===== src/rtl/xyz_to_cct_converter.sv =====
// xyz_to_cct_converter: CIE XYZ (unsigned Q16.16 each) to correlated colour temperature in
// Kelvin using McCamy's cubic approximation. The latency is fixed at 58 cycles. One restoring
// divider is shared by x, y and n, and one signed 32x32 multiplier evaluates the polynomial.
// Build option: define XYZ_TO_CCT_CLAMP_EN to clamp cct_out to [3000,8000]. Without it,
// cct_out only saturates to [0,65535].
module xyz_to_cct_converter (
  input  logic        clk,
  input  logic        rst,
  input  logic [95:0] xyz_in,
  input  logic        xyz_valid,
  output logic [15:0] cct_out,
  output logic        cct_valid,
  output logic        busy
);

  localparam logic [16:0] XEpi    = 17'd21758;  // 0.3320 in Q0.16
  localparam logic [16:0] YEpi    = 17'd12177;  // 0.1858 in Q0.16
  localparam logic [17:0] DenTiny = 18'd128;    // 2^-9 in Q.16

  localparam logic signed [31:0] CoefA = 32'sd29425664;   // 449
  localparam logic signed [31:0] CoefB = 32'sd231014400;  // 3525
  localparam logic signed [31:0] CoefC = 32'sd447171789;  // 6823.3
  localparam logic signed [31:0] CoefD = 32'sd361780347;  // 5520.33

  localparam logic [15:0] CctDefault = 16'd6500;
`ifdef XYZ_TO_CCT_CLAMP_EN
  localparam logic signed [32:0] CctMin = 33'sd3000;
  localparam logic signed [32:0] CctMax = 33'sd8000;
`else
  localparam logic signed [32:0] CctMin = 33'sd0;
  localparam logic signed [32:0] CctMax = 33'sd65535;
`endif

  typedef enum logic [2:0] {
    StIdle, StSum, StDivX, StDivY, StPrep, StDivN, StPoly, StDone
  } state_e;

  state_e state_q, state_d;

  logic [31:0]        x_in_q, x_in_d, y_in_q, y_in_d, z_in_q, z_in_d;
  logic               s_zero_q, s_zero_d;
  logic [34:0]        rem_q, rem_d;
  logic [33:0]        dvs_q, dvs_d;
  logic [17:0]        quo_q, quo_d;
  logic [17:0]        sh_q, sh_d;
  logic [4:0]         cnt_q, cnt_d;
  logic [16:0]        xc_q, xc_d, yc_q, yc_d;
  logic               num_neg_q, num_neg_d, den_neg_q, den_neg_d;
  logic               num_zero_q, num_zero_d, den_tiny_q, den_tiny_d, ovf_q, ovf_d;
  logic signed [31:0] n_q, n_d, acc_q, acc_d;
  logic [15:0]        cct_q, cct_d;
  logic               cct_valid_q, cct_valid_d;

  // Combinational helpers
  logic [33:0]        sum;
  logic [34:0]        trial, rem_next;
  logic               q_bit;
  logic [17:0]        quo_new;
  logic signed [18:0] num, den;
  logic [17:0]        num_mag, den_mag;
  logic [16:0]        n_mag;
  logic signed [31:0] poly_a, poly_coef, acc_next;
  logic signed [63:0] prod;
  logic signed [32:0] rnd, cct_int;
  logic [15:0]        cct_fin;
  logic               unused_prod;

  // State register
  always_ff @(posedge clk) begin
    if (rst) state_q <= StIdle;
    else     state_q <= state_d;
  end

  // Next-state logic: fixed-length walk through the pipeline steps
  always_comb begin
    state_d = state_q;
    unique case (state_q)
      StIdle:  if (xyz_valid) state_d = StSum;
      StSum:   state_d = StDivX;
      StDivX:  if (cnt_q == 5'd16) state_d = StDivY;
      StDivY:  if (cnt_q == 5'd16) state_d = StPrep;
      StPrep:  state_d = StDivN;
      StDivN:  if (cnt_q == 5'd17) state_d = StPoly;
      StPoly:  if (cnt_q == 5'd2) state_d = StDone;
      StDone:  state_d = StIdle;
      default: state_d = StIdle;
    endcase
  end

  // Outputs
  always_comb begin
    busy      = (state_q != StIdle);
    cct_out   = cct_q;
    cct_valid = cct_valid_q;
  end

  // Shared arithmetic: restoring-divider step, chromaticity offsets, Horner step and rounding
  always_comb begin
    sum      = {2'b00, x_in_q} + {2'b00, y_in_q} + {2'b00, z_in_q};

    trial    = {rem_q[33:0], sh_q[17]};
    q_bit    = (trial >= {1'b0, dvs_q});
    rem_next = q_bit ? (trial - {1'b0, dvs_q}) : trial;
    quo_new  = {quo_q[16:0], q_bit};

    num      = $signed({2'b00, xc_q}) - $signed({2'b00, XEpi});
    den      = $signed({2'b00, YEpi}) - $signed({2'b00, yc_q});
    num_mag  = num[18] ? 18'(-num) : num[17:0];
    den_mag  = den[18] ? 18'(-den) : den[17:0];

    // n is at most 1.0, so any quotient at or above 2^16 saturates
    if (num_zero_q)                                      n_mag = 17'd0;
    else if (den_tiny_q || ovf_q || (|quo_new[17:16]))   n_mag = 17'h10000;
    else                                                 n_mag = quo_new[16:0];

    poly_a = (cnt_q == 5'd0) ? CoefA : acc_q;
    if (cnt_q == 5'd0)      poly_coef = CoefB;
    else if (cnt_q == 5'd1) poly_coef = CoefC;
    else                    poly_coef = CoefD;
    prod     = poly_a * n_q;
    acc_next = $signed(prod[47:16]) + poly_coef;

    // Round half up, then clamp to the build's output range
    rnd     = $signed({acc_next[31], acc_next}) + 33'sd32768;
    cct_int = rnd >>> 16;
    if (cct_int < CctMin)      cct_fin = CctMin[15:0];
    else if (cct_int > CctMax) cct_fin = CctMax[15:0];
    else                       cct_fin = cct_int[15:0];
    if (s_zero_q) cct_fin = CctDefault;
  end

  assign unused_prod = ^{prod[63:48], prod[15:0]};

  // Datapath next-state: each state loads the divider for the following one
  always_comb begin
    x_in_d      = x_in_q;
    y_in_d      = y_in_q;
    z_in_d      = z_in_q;
    s_zero_d    = s_zero_q;
    rem_d       = rem_q;
    dvs_d       = dvs_q;
    quo_d       = quo_q;
    sh_d        = sh_q;
    xc_d        = xc_q;
    yc_d        = yc_q;
    num_neg_d   = num_neg_q;
    den_neg_d   = den_neg_q;
    num_zero_d  = num_zero_q;
    den_tiny_d  = den_tiny_q;
    ovf_d       = ovf_q;
    n_d         = n_q;
    acc_d       = acc_q;
    cct_d       = cct_q;
    cct_valid_d = 1'b0;
    cnt_d       = (state_q == StIdle || state_d != state_q) ? 5'd0 : cnt_q + 5'd1;

    unique case (state_q)
      StIdle: begin
        if (xyz_valid) begin
          x_in_d = xyz_in[31:0];
          y_in_d = xyz_in[63:32];
          z_in_d = xyz_in[95:64];
        end
      end
      StSum: begin
        // Dividend X<<16 is fed as X>>1 preloaded plus 17 shifted-in bits
        s_zero_d = (sum == 34'd0);
        dvs_d    = sum;
        rem_d    = {4'd0, x_in_q[31:1]};
        sh_d     = {x_in_q[0], 17'd0};
        quo_d    = 18'd0;
      end
      StDivX, StDivY: begin
        rem_d = rem_next;
        quo_d = quo_new;
        sh_d  = {sh_q[16:0], 1'b0};
        if (cnt_q == 5'd16) begin
          if (state_q == StDivX) begin
            xc_d  = quo_new[16:0];
            rem_d = {4'd0, y_in_q[31:1]};
            sh_d  = {y_in_q[0], 17'd0};
            quo_d = 18'd0;
          end else begin
            yc_d  = quo_new[16:0];
          end
        end
      end
      StPrep: begin
        num_neg_d  = num[18];
        den_neg_d  = den[18];
        num_zero_d = (num == 19'sd0);
        den_tiny_d = (den_mag < DenTiny);
        ovf_d      = ({2'b00, num_mag[17:2]} >= den_mag);
        dvs_d      = {16'd0, den_mag};
        rem_d      = {19'd0, num_mag[17:2]};
        sh_d       = {num_mag[1:0], 16'd0};
        quo_d      = 18'd0;
      end
      StDivN: begin
        rem_d = rem_next;
        quo_d = quo_new;
        sh_d  = {sh_q[16:0], 1'b0};
        if (cnt_q == 5'd17) begin
          n_d = (num_neg_q ^ den_neg_q) ? -$signed({15'd0, n_mag}) : $signed({15'd0, n_mag});
        end
      end
      StPoly: begin
        acc_d = acc_next;
        if (cnt_q == 5'd2) begin
          cct_d       = cct_fin;
          cct_valid_d = 1'b1;
        end
      end
      StDone: ;
      default: ;
    endcase
  end

  // Datapath registers, all cleared by reset
  always_ff @(posedge clk) begin
    if (rst) begin
      x_in_q      <= '0;
      y_in_q      <= '0;
      z_in_q      <= '0;
      s_zero_q    <= 1'b0;
      rem_q       <= '0;
      dvs_q       <= '0;
      quo_q       <= '0;
      sh_q        <= '0;
      cnt_q       <= '0;
      xc_q        <= '0;
      yc_q        <= '0;
      num_neg_q   <= 1'b0;
      den_neg_q   <= 1'b0;
      num_zero_q  <= 1'b0;
      den_tiny_q  <= 1'b0;
      ovf_q       <= 1'b0;
      n_q         <= '0;
      acc_q       <= '0;
      cct_q       <= '0;
      cct_valid_q <= 1'b0;
    end else begin
      x_in_q      <= x_in_d;
      y_in_q      <= y_in_d;
      z_in_q      <= z_in_d;
      s_zero_q    <= s_zero_d;
      rem_q       <= rem_d;
      dvs_q       <= dvs_d;
      quo_q       <= quo_d;
      sh_q        <= sh_d;
      cnt_q       <= cnt_d;
      xc_q        <= xc_d;
      yc_q        <= yc_d;
      num_neg_q   <= num_neg_d;
      den_neg_q   <= den_neg_d;
      num_zero_q  <= num_zero_d;
      den_tiny_q  <= den_tiny_d;
      ovf_q       <= ovf_d;
      n_q         <= n_d;
      acc_q       <= acc_d;
      cct_q       <= cct_d;
      cct_valid_q <= cct_valid_d;
    end
  end

endmodule


===== config.mk =====
export PLATFORM = sky130hd
export DESIGN_NAME = xyz_to_cct_converter
export DESIGN_NICKNAME = d
export VERILOG_FILES = /design/src/rtl/xyz_to_cct_converter.sv
export SDC_FILE = /design/constraint.sdc
export NUM_CORES = 2
export LEC_CHECK = 0
export ABC_AREA = 0
export BUFFER_PORTS_ARGS = -buffer_cell sky130_fd_sc_hd__buf_2
export CORE_MARGIN = 4
export CORE_UTILIZATION = 60
export DETAILED_ROUTE_END_ITERATION = 16
export GPL_ROUTABILITY_DRIVEN = 0
export HOLD_SLACK_MARGIN = 0.02
export PLACE_DENSITY_LB_ADDON = 0.25
export SETUP_SLACK_MARGIN = 0.1
export SKIP_LAST_GASP = 1
export SLEW_MARGIN = 20
export SYNTH_ARGS = -nofsm -noshare
export SYNTH_HDL_FRONTEND = slang
export SYNTH_SLANG_ARGS = --single-unit

===== constraint.sdc =====
create_clock -name clk -period 13.9 [get_ports clk]
set_clock_uncertainty 0.2 [all_clocks]
set_input_delay 2.78 -clock clk [delete_from_list [all_inputs] [get_ports clk]]
set_output_delay 2.78 -clock clk [all_outputs]
set_load 0.01 [all_outputs]

# Word level (Yosys, flattened, before mapping)
# Index checks and enable logic that the tools add are counted.
[totals] out_inout_bits=18 in_bits=99 ff_bits=328 wordCells=103
[classes] reduce_logical=21 add_sub_neg=11 bitwise=3 n_eq_ne=12 magnitude_cmp=5 n_mul=1 n_mux=29
[op_table] cell="34-bit case mux with 4 select lines" n=1
[op_table] cell="34-bit 2-to-1 mux" n=3
[op_table] cell="18-bit 2-to-1 mux" n=4
[op_table] cell="18-bit case mux with 4 select lines" n=1
[op_table] cell="17-bit 2-to-1 mux" n=4
[op_table] cell="34-bit case mux with 2 select lines" n=1
[op_table] cell="32-bit 2-to-1 mux" n=2
[op_table] cell="17-bit case mux with 3 select lines" n=1
[op_table] cell="32-bit by 32-bit multiplier with 48-bit output" n=1
[op_table] cell="16-bit 2-to-1 mux" n=3
[op_table] cell="18-bit negation" n=2
[op_table] cell="35-bit by 34-bit greater-or-equal comparator with 1-bit output" n=1
[op_table] cell="33-bit by 32-bit adder with 34-bit output" n=1
[op_table] cell="34-bit zero test" n=1
[op_table] cell="34-bit subtractor" n=1
[op_table] cell="32-bit by 17-bit adder with 33-bit output (second input constant)" n=1
[op_table] cell="32-bit by 32-bit adder with 33-bit output" n=1
[op_table] cell="32-bit by 30-bit adder with 32-bit output" n=1
[op_table] cell="17-bit negation with 32-bit output" n=1
[op_table] cell="29-bit 2-to-1 mux" n=1
[op_table] cell="28-bit 2-to-1 mux" n=1
[op_table] cell="3-bit case mux with 8 select lines" n=1
[op_table] cell="19-bit zero test" n=1
[op_table] cell="16-bit by 18-bit greater-or-equal comparator with 1-bit output" n=1
[op_table] cell="26 further kinds" n=46

# Longest topological paths before layout
[logic_depth] ltp_word=9 mapped_depth=52 ltp_nobuf=48

# Worst setup path after synthesis
# No wires, ideal clock.
[synth_path] path_kind="reg2reg" start="register cnt_q[0]" end="register cct_q[0], in the netlist cct_out[0]" t_required_ps=13583 period_less_slack_ps=11425 path_slack_ps=2475 path_stages_with_launch=47 path_buffers=6 arrival_ps=11108 setup_time_ps=117 path_cell_list="dfxtp_1 inv_1 ha_1 nand2_4 inv_2 buf_6 clkbuf_1 clkbuf_1 nor2b_1 clkbuf_1 clkbuf_1 nand2_1 fa_1 inv_1 fa_1 fa_1 inv_1 fa_1 (+11 left out) nand4_1 a31oi_1 or2_2 a21o_1 a21o_1 a21oi_1 xnor2_1 ha_1 clkbuf_1 a21o_1 or3_1 o211ai_1 a21o_1 o21ai_0 nor4_1 and4bb_1 a41o_2 a32o_1"
[synth_via] elab_chain_len=9 elab_cells_between_ends=15 classes_between="add/sub (2); mul (1); order compare (2); eq/ne (2); mux (6); reduce/logical (2)"
[synth_rtl] item="from (decl)" line="46" rtl="logic [4:0] cnt_q, cnt_d;"
[synth_rtl] item="from (signal assigned)" line="251" rtl="cnt_q <= cnt_d;"
[synth_rtl] item="5-bit zero test / 5-bit by 1-bit == test with 1-bit output (equally long branches)" line="116, 117, 118"
[synth_rtl] item="32-bit 2-to-1 mux / 28-bit 2-to-1 mux (equally long branches)" line="116, 118"
[synth_rtl] item="32-bit by 32-bit multiplier with 48-bit output / 29-bit 2-to-1 mux (equally long branches)" line="120, 117"
[synth_rtl] item="32-bit by 30-bit adder with 32-bit output" line="121" rtl="acc_next = $signed(prod[47:16]) + poly_coef;"
[synth_rtl] item="32-bit by 17-bit adder with 33-bit output" line="124" rtl="rnd = $signed({acc_next[31], acc_next}) + 33'sd32768;"
[synth_rtl] item="17-bit greater-than comparator" line="127" rtl="else if (cct_int > CctMax) cct_fin = CctMax[15:0];"
[synth_rtl] item="16-bit 2-to-1 mux" line="127"
[synth_rtl] item="16-bit 2-to-1 mux" line="126" rtl="if (cct_int < CctMin) cct_fin = CctMin[15:0];"
[synth_rtl] item="16-bit 2-to-1 mux" line="129" rtl="if (s_zero_q) cct_fin = CctDefault;"
[synth_rtl] item="to (signal assigned)" line="261" rtl="cct_q <= cct_d;"
[synth_rtl] item="to (decl)" line="51" rtl="logic [15:0] cct_q, cct_d;"
# Parallel ways exist; a longest one is shown, timed or not.
# A chain may end at the register's enable or synchronous reset.

# Worst setup path in the final report
[layout_path] start="register cnt_q[0]" end="register cct_q[8], in the netlist cct_out[8]"
# The elaborated chain is that of the path after synthesis.

==> impl_metrics.env <==
export IMPL_clkPwrFrac_pct=34.5
export IMPL_min_delay_start="n_q[7]"
export IMPL_hold_viol=0
export IMPL_synth_distinct_cells=93
export IMPL_core_area_mm2=0.0807
export IMPL_maxCapViolCount=0
export IMPL_io_buffers=116
export IMPL_overflow=0
export IMPL_clockRootBuffer="clkbuf_16"
export IMPL_startpoint="cnt_q[0]"
export IMPL_internal_power_mw=1.84
export IMPL_cts_hold_buf=0
export IMPL_cts_path_max_buffers=3
export IMPL_initial_core_util_pct=60.6
export IMPL_firstDrtPassIters=8
export IMPL_async_reset_ff_share_pct=0
export IMPL_cts_tree="done"
export IMPL_seqPwrFrac_pct=34.3
export IMPL_outcome="finished, final reports clean"
export IMPL_crit_family="adder cells"
export IMPL_rows=104
export IMPL_worstSetupPathType="flop to flop"
export IMPL_dp_hpwl_mm=105
export IMPL_antenna_cells=0
export IMPL_ys_warn_count=0
export IMPL_grt_max_degree=185
export IMPL_worst_path_most_repeated_cell="fa_1"
export IMPL_wl_per_cell_um=19.8
export IMPL_synth_edf_count=0
export IMPL_path_max_fanout=38
export IMPL_postCtsSetupBuffers=0
export IMPL_die_x_um=294
export IMPL_drt_iter0_drc=3090
export IMPL_peakVddDrop_v=0.000138
export IMPL_synth_cell_area_mm2=0.0489
export IMPL_holdWs_ns=0.250
export IMPL_clk_latency_ns=0.56
export IMPL_setup_viol=0
export IMPL_start_kind="flop"
export IMPL_synth_seq_cells=312
export IMPL_p_comb_share_pct=31.2
export IMPL_ys_flop_type="dfxtp_1"
export IMPL_cp_end_kind="flop"
export IMPL_hold_path_class="flop to flop"
export IMPL_slew_violations=0
export IMPL_cts_buffers=36
export IMPL_syn_inst=5784
export IMPL_grt_pass1_vias=41027
export IMPL_synthesis_nets=7035
export IMPL_powerDensity_mw_per_mm2=55.4
export IMPL_fmax_ghz=0.0782
export IMPL_antenna_found_initial=0
export IMPL_p_sw_share_pct=35.8
export IMPL_worst_ep_arrival_time_ns=12.99
export IMPL_vias_per_cell=5.75
export IMPL_crit_buf_inv=6
export IMPL_clk_pin_slew_ns=0.06
export IMPL_cp_slowest_cell="inv_2"
export IMPL_layout_min_cycle_time_ns=12.79
export IMPL_layout_nets=6951
export IMPL_yosysSeqAreaShare_pct=12.8
export IMPL_drive_gt1_share_pct=5.92
export IMPL_postSynthAreaPerCell_um2=8.46
export IMPL_power_leakage_nw=24.2
export IMPL_drc=0
export IMPL_globalRouteTotalUtil_pct=31.8
export IMPL_dieArea_mm2=0.0862
export IMPL_p_sw_mw=1.02
export IMPL_maxSlewHeadroom_pct=20.6
export IMPL_max_stage_delay_ns=0.71
export IMPL_clkSinkCount=312
export IMPL_worst_ep_required_time_ns=14.10
export IMPL_vias=39001
export IMPL_h_tree_depth=2
export IMPL_grt_first_pass_wirelength_mm=219
export IMPL_setup_tns_ns=0
export IMPL_timing_final_crit_share_pct=92.0
export IMPL_grt_setup_unrepaired="no"
export IMPL_die_height_um=294
export IMPL_worstMarginPinSlew_ns=1.19
export IMPL_synthToLayoutAreaGrowth_pct=5.45
export IMPL_ant_nets=0
export IMPL_cts_resized=0
export IMPL_r2r_start="cnt_q[0]"
export IMPL_routed_wl_mm=134
export IMPL_io_pins=117
final timing paths:
kind / to / slack (ns) / cells after the start
worst max-delay path: cct_out[8] / 1.11 / 40
worst min-delay path: n_q[7] / 0.25 / 2
worst max register to register: cct_out[8] / 1.11 / 40
worst min register to register: n_q[7] / 0.25 / 2
Yosys cell counts (5+ instances only):
cell type	count	area, um^2
or4_1	7	52.6
nor3_1	68	340
fa_1	873	17500
o221ai_1	5	43.8
or2_2	13	81.3
ha_1	279	3490
nand2b_1	30	188
buf_1	10	37.5
a31oi_1	17	106
a221oi_1	22	193
nand2_1	872	3270
nor2_1	275	1030
nor2b_1	71	444
or3_1	17	106
xor2_1	64	561
nand4_1	24	150
o31a_1	6	52.6
o31ai_1	7	52.6
clkbuf_1	311	1170
o211ai_1	23	173
inv_1	935	3510
o21ai_1	7	35.0
a41oi_1	5	43.8
nor4_1	15	93.8
o21ai_0	107	536
nand3b_1	7	52.6
a21oi_1	348	1740
o22ai_1	20	125
and2_1	483	3020
dfxtp_1	312	6250
a211oi_1	45	338
xnor2_1	151	1320
a21o_1	60	450
o21a_1	22	165
and3_1	23	144
a221o_1	12	120
o2111ai_1	7	61.3
mux2i_1	11	110
a21boi_0	8	60.1
nand3_1	57	285
o21bai_1	12	90.1
a22oi_1	43	323
a311oi_1	16	140
stage by stage:
stage          setup slack [ns]  instances  power (mW)  util [%]  area, um^2
2_1_floorplan              2.47       5784        1.63         -       48900
3_3_place_gp               1.51       6722        1.86      62.4       50300
3_5_place_dp               1.19       6722        1.87      62.4       50300
4_1_cts                    1.16       6787        2.86      63.9       51600
5_1_grt                   0.455       6787        2.99      63.9       51600
6_report                   1.11       6787        2.86      63.9       51600
flip-flops by register name, indices dropped and copies added, names as in the netlist, 2 cells and up:
name / count
dvs_q: 34
rem_q: 34
acc_q: 32
n_q: 32
x_in_q: 32
y_in_q: 32
z_in_q: 32
quo_q: 17
xc_q: 17
yc_q: 17
cct_out: 16
cnt_q: 5
state_q: 3
sh_q: 2
cells by family after synthesis:
group                      count (synthesis)  share of synthesized area [%]
AOI/OAI and AO/OA                        838                           10.9
muxes                                     11                          0.225
buffers and inverters                   1264                           9.75
and+or+nand+nor                         1990                           19.6
xor gates and xnor gates                 216                           3.88
adders and majority gates               1152                           42.9
DFF                                      312                           12.8
other                                      1                        0.00767
power groups by stage:
| stage | Sequential (mW) | Clock [mW] | Combinational (mW) |
|---|---|---|---|
| 6_report | 0.981 | 0.986 | 0.891 |
| 5_1_grt | 0.987 | 1.03 | 0.975 |
| 4_1_cts | 0.980 | 0.999 | 0.878 |
| 3_5_place_dp | 1.00 | 0 | 0.871 |
| 3_3_place_gp | 0.998 | 0 | 0.860 |
| 2_1_floorplan | 0.986 | 0 | 0.641 |
cell type report:
cell class / count / area [um^2]
multi-input cells: 4208 / 38000
fillers: 6861 / 29100
flip-flops and latches: 312 / 6250
inverters: 937 / 3520
well taps: 1060 / 1330
repair buffers: 205 / 1270
clock buffers: 50 / 1100
clock inverters: 15 / 133
cell usage in the layout, fill, tap and decap left out, types with 17 or more instances in the layout:
master	n
clkbuf_16	38
a211oi_1	44
o21a_1	22
o211ai_1	23
buf_2	115
nand2b_1	30
a21o_1	60
a21oi_1	346
inv_1	935
a221oi_1	22
nor2b_2	20
nor3_1	68
xnor2_1	151
and3_1	23
o21ai_0	106
o22ai_1	20
nor2b_1	51
xor2_1	64
nor2_1	271
a31oi_1	17
buf_4	88
nand4_1	24
fa_1	873
nand3_1	57
ha_1	279
nand2_1	870
a22oi_1	43
and2_1	482
or3_1	17
dfxtp_1	312
tightest hold or removal path, stage by stage (launching register included):
cell and delay, ns:
dfxtp_1 0.31, nand2_1 0.05, a21oi_1 0.05
routing by layer:
metal  track usage [%]  up-vias  part of all wire, %
met4              13.2        0                  4.7
li1                  -    17848                    -
met5                 0        -                    0
met1              41.4    19140                   40
met2              52.9     1705                   47
met3              5.91      308                  8.7
No activity file was read; power rests on OpenSTA's default activity.
